===== config.mk =====
export PLATFORM = sky130hd
export DESIGN_NAME = rr_arbiter8_flat
export DESIGN_NICKNAME = d
export VERILOG_FILES = /design/src/rtl/rr_arbiter8_if.sv /design/src/rtl/rr_arbiter8.sv /design/src/flat_wrapper.sv
export SDC_FILE = /design/constraint.sdc
export NUM_CORES = 1
export LEC_CHECK = 0
export ABC_AREA = 1
export CORE_ASPECT_RATIO = 0.5
export CORE_MARGIN = 2
export CORE_UTILIZATION = 40
export CTS_BUF_LIST = sky130_fd_sc_hd__clkbuf_2 sky130_fd_sc_hd__clkbuf_4 sky130_fd_sc_hd__clkbuf_8
export CTS_CLUSTER_DIAMETER = 30
export DETAILED_ROUTE_END_ITERATION = 10
export GPL_TIMING_DRIVEN = 0
export PLACE_DENSITY_LB_ADDON = 0.3
export SLEW_MARGIN = 25
export SYNTH_ARGS = -nofsm -noshare
export SYNTH_HDL_FRONTEND = slang
export SYNTH_SLANG_ARGS = --single-unit

===== constraint.sdc =====
create_clock -name clk -period 2.95 [get_ports clk]
set_clock_uncertainty 0.2 [all_clocks]
set_input_delay 0.4425 -clock clk [delete_from_list [all_inputs] [get_ports clk]]
set_output_delay 0.4425 -clock clk [all_outputs]
set_load 0.005 [all_outputs]

===== src/rtl/rr_arbiter8_if.sv =====
// Request/grant bundle between the requester blocks and the round-robin arbiter.
// master = requester side, slave = arbiter side.
interface rr_arbiter8_if;
  logic [7:0] req;
  logic [7:0] gnt;
  logic [2:0] gnt_id;
  logic       valid;
  logic [7:0] hold_cnt;
  logic       timeout;

  modport master (
    output req,
    input  gnt, gnt_id, valid, hold_cnt, timeout
  );

  modport slave (
    input  req,
    output gnt, gnt_id, valid, hold_cnt, timeout
  );
endinterface


===== src/rtl/rr_arbiter8.sv =====
// Round-robin arbiter for 8 requesters; grant is held until the owner drops its request.
// Optional forced release after MAXHOLD busy cycles when ARB_TIMEOUT_EN is defined.
module rr_arbiter8 #(
  parameter int unsigned MAXHOLD = 15
) (
  input  logic         clk,
  input  logic         rst,
  rr_arbiter8_if.slave bus
);

  typedef enum logic {IDLE, BUSY} state_t;

`ifdef ARB_TIMEOUT_EN
  localparam bit TIMEOUT_ON = 1'b1;
`else
  localparam bit TIMEOUT_ON = 1'b0;
`endif

  localparam logic [7:0] HOLD_LIMIT = 8'(MAXHOLD - 1);

  state_t     state_q, state_d;
  logic [2:0] ptr_q, ptr_d;
  logic [7:0] gnt_q, gnt_d;
  logic [2:0] id_q, id_d;
  logic [7:0] hold_q, hold_d;
  logic       to_q, to_d;

  logic       found;
  logic [2:0] winner;
  logic [2:0] idx;
  logic       force_rel;

  // First set request walking from ptr upward, wrapping mod 8.
  always_comb begin
    found  = 1'b0;
    winner = '0;
    idx    = '0;
    for (int unsigned i = 0; i < 8; i++) begin
      idx = ptr_q + 3'(i);
      if (!found && bus.req[idx]) begin
        found  = 1'b1;
        winner = idx;
      end
    end
  end

  assign force_rel = TIMEOUT_ON && (hold_q == HOLD_LIMIT) && bus.req[id_q];

  always_comb begin
    state_d = state_q;
    ptr_d   = ptr_q;
    gnt_d   = gnt_q;
    id_d    = id_q;
    hold_d  = hold_q;
    to_d    = 1'b0;
    case (state_q)
      IDLE: begin
        if (found) begin
          gnt_d   = 8'b1 << winner;
          id_d    = winner;
          hold_d  = '0;
          state_d = BUSY;
        end
      end
      BUSY: begin
        if (!bus.req[id_q] || force_rel) begin
          // gnt_id keeps the last owner; the pointer moves past it so it goes to the back.
          gnt_d   = '0;
          hold_d  = '0;
          ptr_d   = id_q + 3'd1;
          to_d    = force_rel;
          state_d = IDLE;
        end else if (hold_q != '1) begin
          hold_d = hold_q + 8'd1;
        end
      end
      default: state_d = IDLE;
    endcase
  end

  always_ff @(posedge clk) begin
    if (rst) begin
      state_q <= IDLE;
      ptr_q   <= '0;
      gnt_q   <= '0;
      id_q    <= '0;
      hold_q  <= '0;
      to_q    <= 1'b0;
    end else begin
      state_q <= state_d;
      ptr_q   <= ptr_d;
      gnt_q   <= gnt_d;
      id_q    <= id_d;
      hold_q  <= hold_d;
      to_q    <= to_d;
    end
  end

  assign bus.gnt      = gnt_q;
  assign bus.gnt_id   = id_q;
  assign bus.valid    = |gnt_q;
  assign bus.hold_cnt = hold_q;
  assign bus.timeout  = to_q;

endmodule


===== src/flat_wrapper.sv =====
// flat-port wrapper written by rule: the top's interface ports become plain ports
module rr_arbiter8_flat 
#(
  parameter int unsigned MAXHOLD = 15
)
  (clk, rst, bus_req, bus_gnt, bus_gnt_id, bus_valid, bus_hold_cnt, bus_timeout);
  rr_arbiter8_if bus_i ();
  input  logic clk;
  input  logic rst;
  input wire logic [$bits(bus_i.req)-1:0] bus_req;
  output wire logic [$bits(bus_i.gnt)-1:0] bus_gnt;
  output wire logic [$bits(bus_i.gnt_id)-1:0] bus_gnt_id;
  output wire logic [$bits(bus_i.valid)-1:0] bus_valid;
  output wire logic [$bits(bus_i.hold_cnt)-1:0] bus_hold_cnt;
  output wire logic [$bits(bus_i.timeout)-1:0] bus_timeout;
  assign bus_i.req = bus_req;
  assign bus_gnt = bus_i.gnt;
  assign bus_gnt_id = bus_i.gnt_id;
  assign bus_valid = bus_i.valid;
  assign bus_hold_cnt = bus_i.hold_cnt;
  assign bus_timeout = bus_i.timeout;
  rr_arbiter8 #(.MAXHOLD(MAXHOLD)) u_core (.clk(clk), .rst(rst), .bus(bus_i));
endmodule

* Word level (Yosys, flattened, before mapping)
Cells that the tools add are included.
Operators by class: bitwise gates (word level) 2, $add $sub $neg 9, order comparisons 9, reductions and logical operators 19, equal/unequal tests 4, mux-type cells 44, shifts and indexed selects 1
Operators with widths (number):
- 8-bit two-way mux | 5
- 3-bit by 4-bit less-than comparator with 1-bit output (second input constant) | 9
- 8-bit case mux with 2 select lines | 2
- 1-bit binary-select mux with 3-bit select | 9
- 3-bit two-way mux | 8
- 1-bit two-way mux | 19
- 3-bit adder (second input constant) | 4
- 8-bit by 1-bit adder with 8-bit output (second input constant) | 1
- 8-bit != test (second input constant) | 1
- 2-bit AND reduction | 4
- 8-bit OR reduction | 1
- 1-bit by 3-bit << shifter with 8-bit output (first input constant) | 1
- 1-bit logical AND | 7
- 1-bit logical NOT | 7
- 3-bit by 1-bit adder with 3-bit output (second input constant) | 2
- 3-bit by 2-bit adder with 3-bit output (second input constant) | 2
- 3-bit != test (second input constant) | 1
- 2-bit by 1-bit != test with 1-bit output (second input constant) | 1
- 2-bit != test (second input constant) | 1
- 1-bit inverter | 2
- 1-bit case mux with 2 select lines | 1
Storage, ports and cells: register bits after elaboration 23, input port bits 10, output and inout bits 21, logic and storage cells 93

* Logic depth before layout (Yosys ltp)
Gate-level depths: netlist (run 1).
depth in word-level cells 27, depth in mapped cells 20, gate-level depth less buffers 18

* Least setup slack after synthesis (run 1)
Ideal clock, no wire load.
path type register to register, start register u_core.ptr_q[0], end register u_core.hold_q[2] (netlist: u_core.bus.hold_cnt[2]), required time 2.672 ns, data arrival time 2.452 ns, period minus slack after synthesis 2.730 ns, slack 0.220 ns, setup time 0.078 ns, path buffers 2, cell stages (with the launch flop) 18, path through dfxtp_1 -> buf_4 -> inv_2 -> buf_6 -> ha_1 -> inv_1 -> nand3_1 -> nand2_1 -> nor2_1 -> a31oi_1 -> inv_1 -> nor2_4 -> nand3b_2 -> nand2_4 -> inv_4 -> nor2_8 -> nand2_2 -> nor3_1
Between the ends: longest elaborated chain between the ends 26, elaborated cells on any way between the ends 47, classes of those cells 7 x add/sub; 1 x eq/ne; 24 x mux; 15 x reduce/logical
Ends and longest elaborated chain:
- start, declared | RTL line rr_arbiter8.sv:22 | logic [2:0] ptr_q, ptr_d;
- start signal, assigned | RTL line rr_arbiter8.sv:91 | ptr_q <= ptr_d;
- parallel branches: the longest is 23 deep, another holds 3-bit by 1-bit adder with 3-bit output
- 1-bit two-way mux * | RTL line rr_arbiter8.sv:40 | if (!found && bus.req[idx]) begin
- 2-bit by 1-bit != test with 1-bit output (no source line) *
- 2-bit AND reduction (no source line) *
- end signal, assigned | RTL line rr_arbiter8.sv:94 | hold_q <= hold_d;
- end, declared | RTL line rr_arbiter8.sv:25 | logic [7:0] hold_q, hold_d;
Every way passes the cells marked *. The select of a mux whose other input is x is not followed. A chain may end at the register's enable or synchronous reset.

* Final worst setup path (run 1)
start register u_core.ptr_q[0], end register u_core.gnt_q[1] (netlist: u_core.bus.gnt[1])
Between the ends: longest elaborated chain between the ends 27, elaborated cells on any way between the ends 58, classes of those cells 7 x add/sub; 1 x eq/ne; 1 x shift; 34 x mux; 15 x reduce/logical
Ends and longest elaborated chain:
- parallel branches: the longest is 27 deep, another holds 3-bit by 1-bit adder with 3-bit output
- end signal, assigned | RTL line rr_arbiter8.sv:92 | gnt_q <= gnt_d;
- end, declared | RTL line rr_arbiter8.sv:23 | logic [7:0] gnt_q, gnt_d;
Several ways; the timed one is not identified. The select of a mux whose other input is x is not followed.

==> results of run 1 <==
cells in the final DEF, fill, tap and decap left out, drive strengths merged:
cell type       n
nand2          76
nand3          42
nor2           42
inv            32
clkdlybuf4s50  29
dfxtp          23
a21oi          18
buf            18
o21ai          12
nand4           8
nor3            6
xor2            6
clkbuf          5
ha              4
xnor2           3
nor4            2
mux2i           2
o221ai          2
o21bai          1
a31oi           1
nand3b          1
a21boi          1
a211oi          1
conb            1
clkinv          1
timing repair:
item | in CTS | in global routing
pin swaps | 1 | 6
hold endpoints to repair | 0 | 0
resized for setup | 4 | 19
buffers inserted | 1 | 12
cloned | 0 | 0
endpoints found under the setup margin | 19 | 19
state kept, by name, indices dropped and copies added (netlist names):
register / flops
u_core.bus.gnt: 8
u_core.bus.hold_cnt: 8
u_core.bus.gnt_id: 3
u_core.ptr_q: 3
u_core.state_q: 1
metrics by stage:
step / hold slack (ns) / util
finish: 0.287 / 0.548
global route: 0.314 / 0.548
CTS: 0.288 / 0.514
detailed placement: 0.275 / 0.498
global placement: 0.275 / 0.498
floorplan: 0.273 / -
logic make-up after synthesis:
family | share of synthesized area
AND/OR/NAND/NOR | 0.468
AO/OA/AOI/OAI | 0.107
buffers and inverters | 0.0908
adder cells (fa/ha/maj) | 0.0273
flip-flops | 0.251
other | 0.00205
XOR/XNOR | 0.0430
multiplexers | 0.0109
power groups by stage:
| stage | clock, W | sequential, W | combinational (W) |
|---|---|---|---|
| after floorplan | 0 | 0.000436 | 0.00117 |
| after global placement | 0 | 0.000437 | 0.00157 |
| after detailed placement | 0 | 0.000439 | 0.00160 |
| after CTS | 0.000203 | 0.000432 | 0.00166 |
| after global routing | 0.000215 | 0.000446 | 0.00207 |
| final | 0.000196 | 0.000436 | 0.00187 |
how the worst max path moves through the flow:
stage	startpoint	to
floorplan	u_core.ptr_q[0]	u_core.bus.hold_cnt[2]
global placement	u_core.ptr_q[0]	u_core.bus.hold_cnt[2]
detailed placement	u_core.ptr_q[0]	u_core.bus.hold_cnt[2]
CTS	u_core.ptr_q[0]	u_core.bus.hold_cnt[3]
global route	u_core.ptr_q[0]	u_core.bus.gnt[2]
finish	u_core.ptr_q[0]	u_core.bus.gnt[1]
cell type report:
type,instances,area (um^2),area share
flip-flops and latches,23,463,0.192
well taps,57,71.3,0.0296
repair buffers,42,388,0.161
clock inverters,1,5.00,0.00207
clock buffers,3,41.3,0.0171
multi-input cells,229,1260,0.521
inverters,32,130,0.0539
plain buffers,7,57.6,0.0239
per-layer routing:
metal | GRT usage | vias to the layer above
met4 | 0.0342 | 0
li1 | - | 1052
met1 | 0.232 | 931
met2 | 0.314 | 45
met3 | 0.0296 | 6
met5 | 0 | -
critical path: stages (launching register included):
cell and delay, ns:
dfxtp_2 0.34, buf_6 0.12, inv_2 0.05, buf_8 0.12, ha_4 0.32, nand3_2 0.14
nand2_1 0.10, nand2_1 0.05, nand2_1 0.09, nand3_1 0.14, nor2_4 0.14, nand4_1 0.12
nand2_1 0.11, nand2_1 0.06, nand2_1 0.12, inv_1 0.10, nor2_1 0.16, nand2_1 0.10
a21oi_1 0.13
cell usage after synthesis, drive strengths merged:
cell	number	area (um^2)
nand2	76	320
nand3	42	235
nor2	42	191
inv	32	123
dfxtp	23	460
a21oi	18	90.1
o21ai	12	60.1
nand4	8	56.3
nor3	6	30.0
xor2	6	52.6
buf	5	36.3
ha	4	50.1
xnor2	3	26.3
clkbuf	2	7.51
mux2i	2	20.0
nor4	2	12.5
o221ai	2	17.5
a211oi	1	7.51
a21boi	1	7.51
a31oi	1	6.26
conb	1	3.75
nand3b	1	11.3
o21bai	1	7.51
==> flow_metrics.env, run 1 <==
export IMPL_status="finished clean"
export IMPL_syn_nets=305
export IMPL_ys_warn_count=0
export IMPL_path_class="reg -> reg"
export IMPL_cts_buffers=3
export IMPL_whs_endpoint="u_core.bus.gnt[1]"
export IMPL_switching_share=0.522
export IMPL_layout_drive_gt1_share=0.184
export IMPL_met2_length_um=2270
export IMPL_r2r_cells=18
export IMPL_finalWirelength_um=4730
export IMPL_reg2reg_from="u_core.ptr_q[0]"
export IMPL_num_vias=2034
export IMPL_worst_pin_slew_ns=0.519
export IMPL_drc_errors=0
export IMPL_slew_viol_final=0
export IMPL_fmax_mhz=358
export IMPL_antenna_found_initial=0
export IMPL_clk_pin_slew_ns=0.09
export IMPL_cap_viol_max_count=0
export IMPL_routed_top_layer="met4"
export IMPL_grt_pass1_wl_um=7460
export IMPL_cts_root_buf="clkbuf_8"
export IMPL_total_power_w=0.00250
export IMPL_grt_overflow=0
export IMPL_first_pass_iters=4
export IMPL_clockBufferDepth=2
export IMPL_ff2ff_setup_slack_ns=0.16
export IMPL_met1_length_um=2200
export IMPL_cts_tree="built"
export IMPL_core_area_mm2=0.00440
export IMPL_routabilityCongestion=0.900
export IMPL_arrival_ns=2.79
export IMPL_start_util=0.416
export IMPL_totalNegativeSetupSlack_ns=0
export IMPL_synth_area_per_cell_um2=6.30
export IMPL_stdcell_count=394
export IMPL_syn_inst=291
export IMPL_p_int_w=0.00120
export IMPL_diodes=0
export IMPL_relSlewSlack=0.653
export IMPL_comb_power_share=0.747
export IMPL_netlist_area_mm2=0.00183
export IMPL_num_rows=17
export IMPL_numPortBuffers=29
export IMPL_dp_cells=377
export IMPL_ys_seq_elements=23
export IMPL_grt_pass1_vias=1758
export IMPL_seq_area_frac_synth=0.251
export IMPL_cts_sinks=23
export IMPL_hold_class="reg -> reg"
export IMPL_grt_usage=0.177
export IMPL_stdcell_area_mm2=0.00241
export IMPL_period_minus_slack_ns=2.79
export IMPL_finalSetupViolCount=0
export IMPL_ant_nets=0
export IMPL_hold_viol=0
export IMPL_place_hpwl_um=3510
export IMPL_cts_htree_levels=1
export IMPL_nFillCells=421
export IMPL_p_clk_frac=0.078
export IMPL_place_ws_ns=-0.306
export IMPL_synth_cell_type_count=34
export IMPL_p_leak_nw=1.03
export IMPL_required_ns=2.94
export IMPL_rsz0062_at_grt="yes"
export IMPL_finalCritPeriodShare=0.946
export IMPL_switchingPower_w=0.00131
export IMPL_die_area_mm2=0.00517
export IMPL_cp_max_fo=8
export IMPL_end_kind="register"
export IMPL_syn2layout_area_growth_pct=31.6
export IMPL_grt_max_degree=14
export IMPL_min_path_cells=2
export IMPL_vdd_ir_drop_max_uv=483
export IMPL_cp_start_kind="register"
export IMPL_min_delay_start="u_core.bus.gnt[1]"
export IMPL_drt_iter0_drc=73
export IMPL_placed_area_mm2=0.00219
export IMPL_via_per_inst=5.16
export IMPL_die_y_um=51.9
export IMPL_power_frac_seq=0.174
export IMPL_io_pins=31
export IMPL_met3_wirelength_um=236
export IMPL_fin_nets=352
export IMPL_rr_endpoint="u_core.bus.gnt[1]"
export IMPL_clock_latency_ns=0.27
export IMPL_hold_buffers=0
export IMPL_power_density_mw_per_mm2=1040
export IMPL_die_width_um=99.7
export IMPL_wire_per_inst_um=12.0
export IMPL_worst_slack_ns=0.159
No activity file was read; power rests on OpenSTA's default activity.
==> run 2, diff against run 1 <==
Settings changed: SLEW_MARGIN 25 to not set.
==> results of run 2 <==
Same layout as run 1: the final DEF is identical, and so are final timing and power.
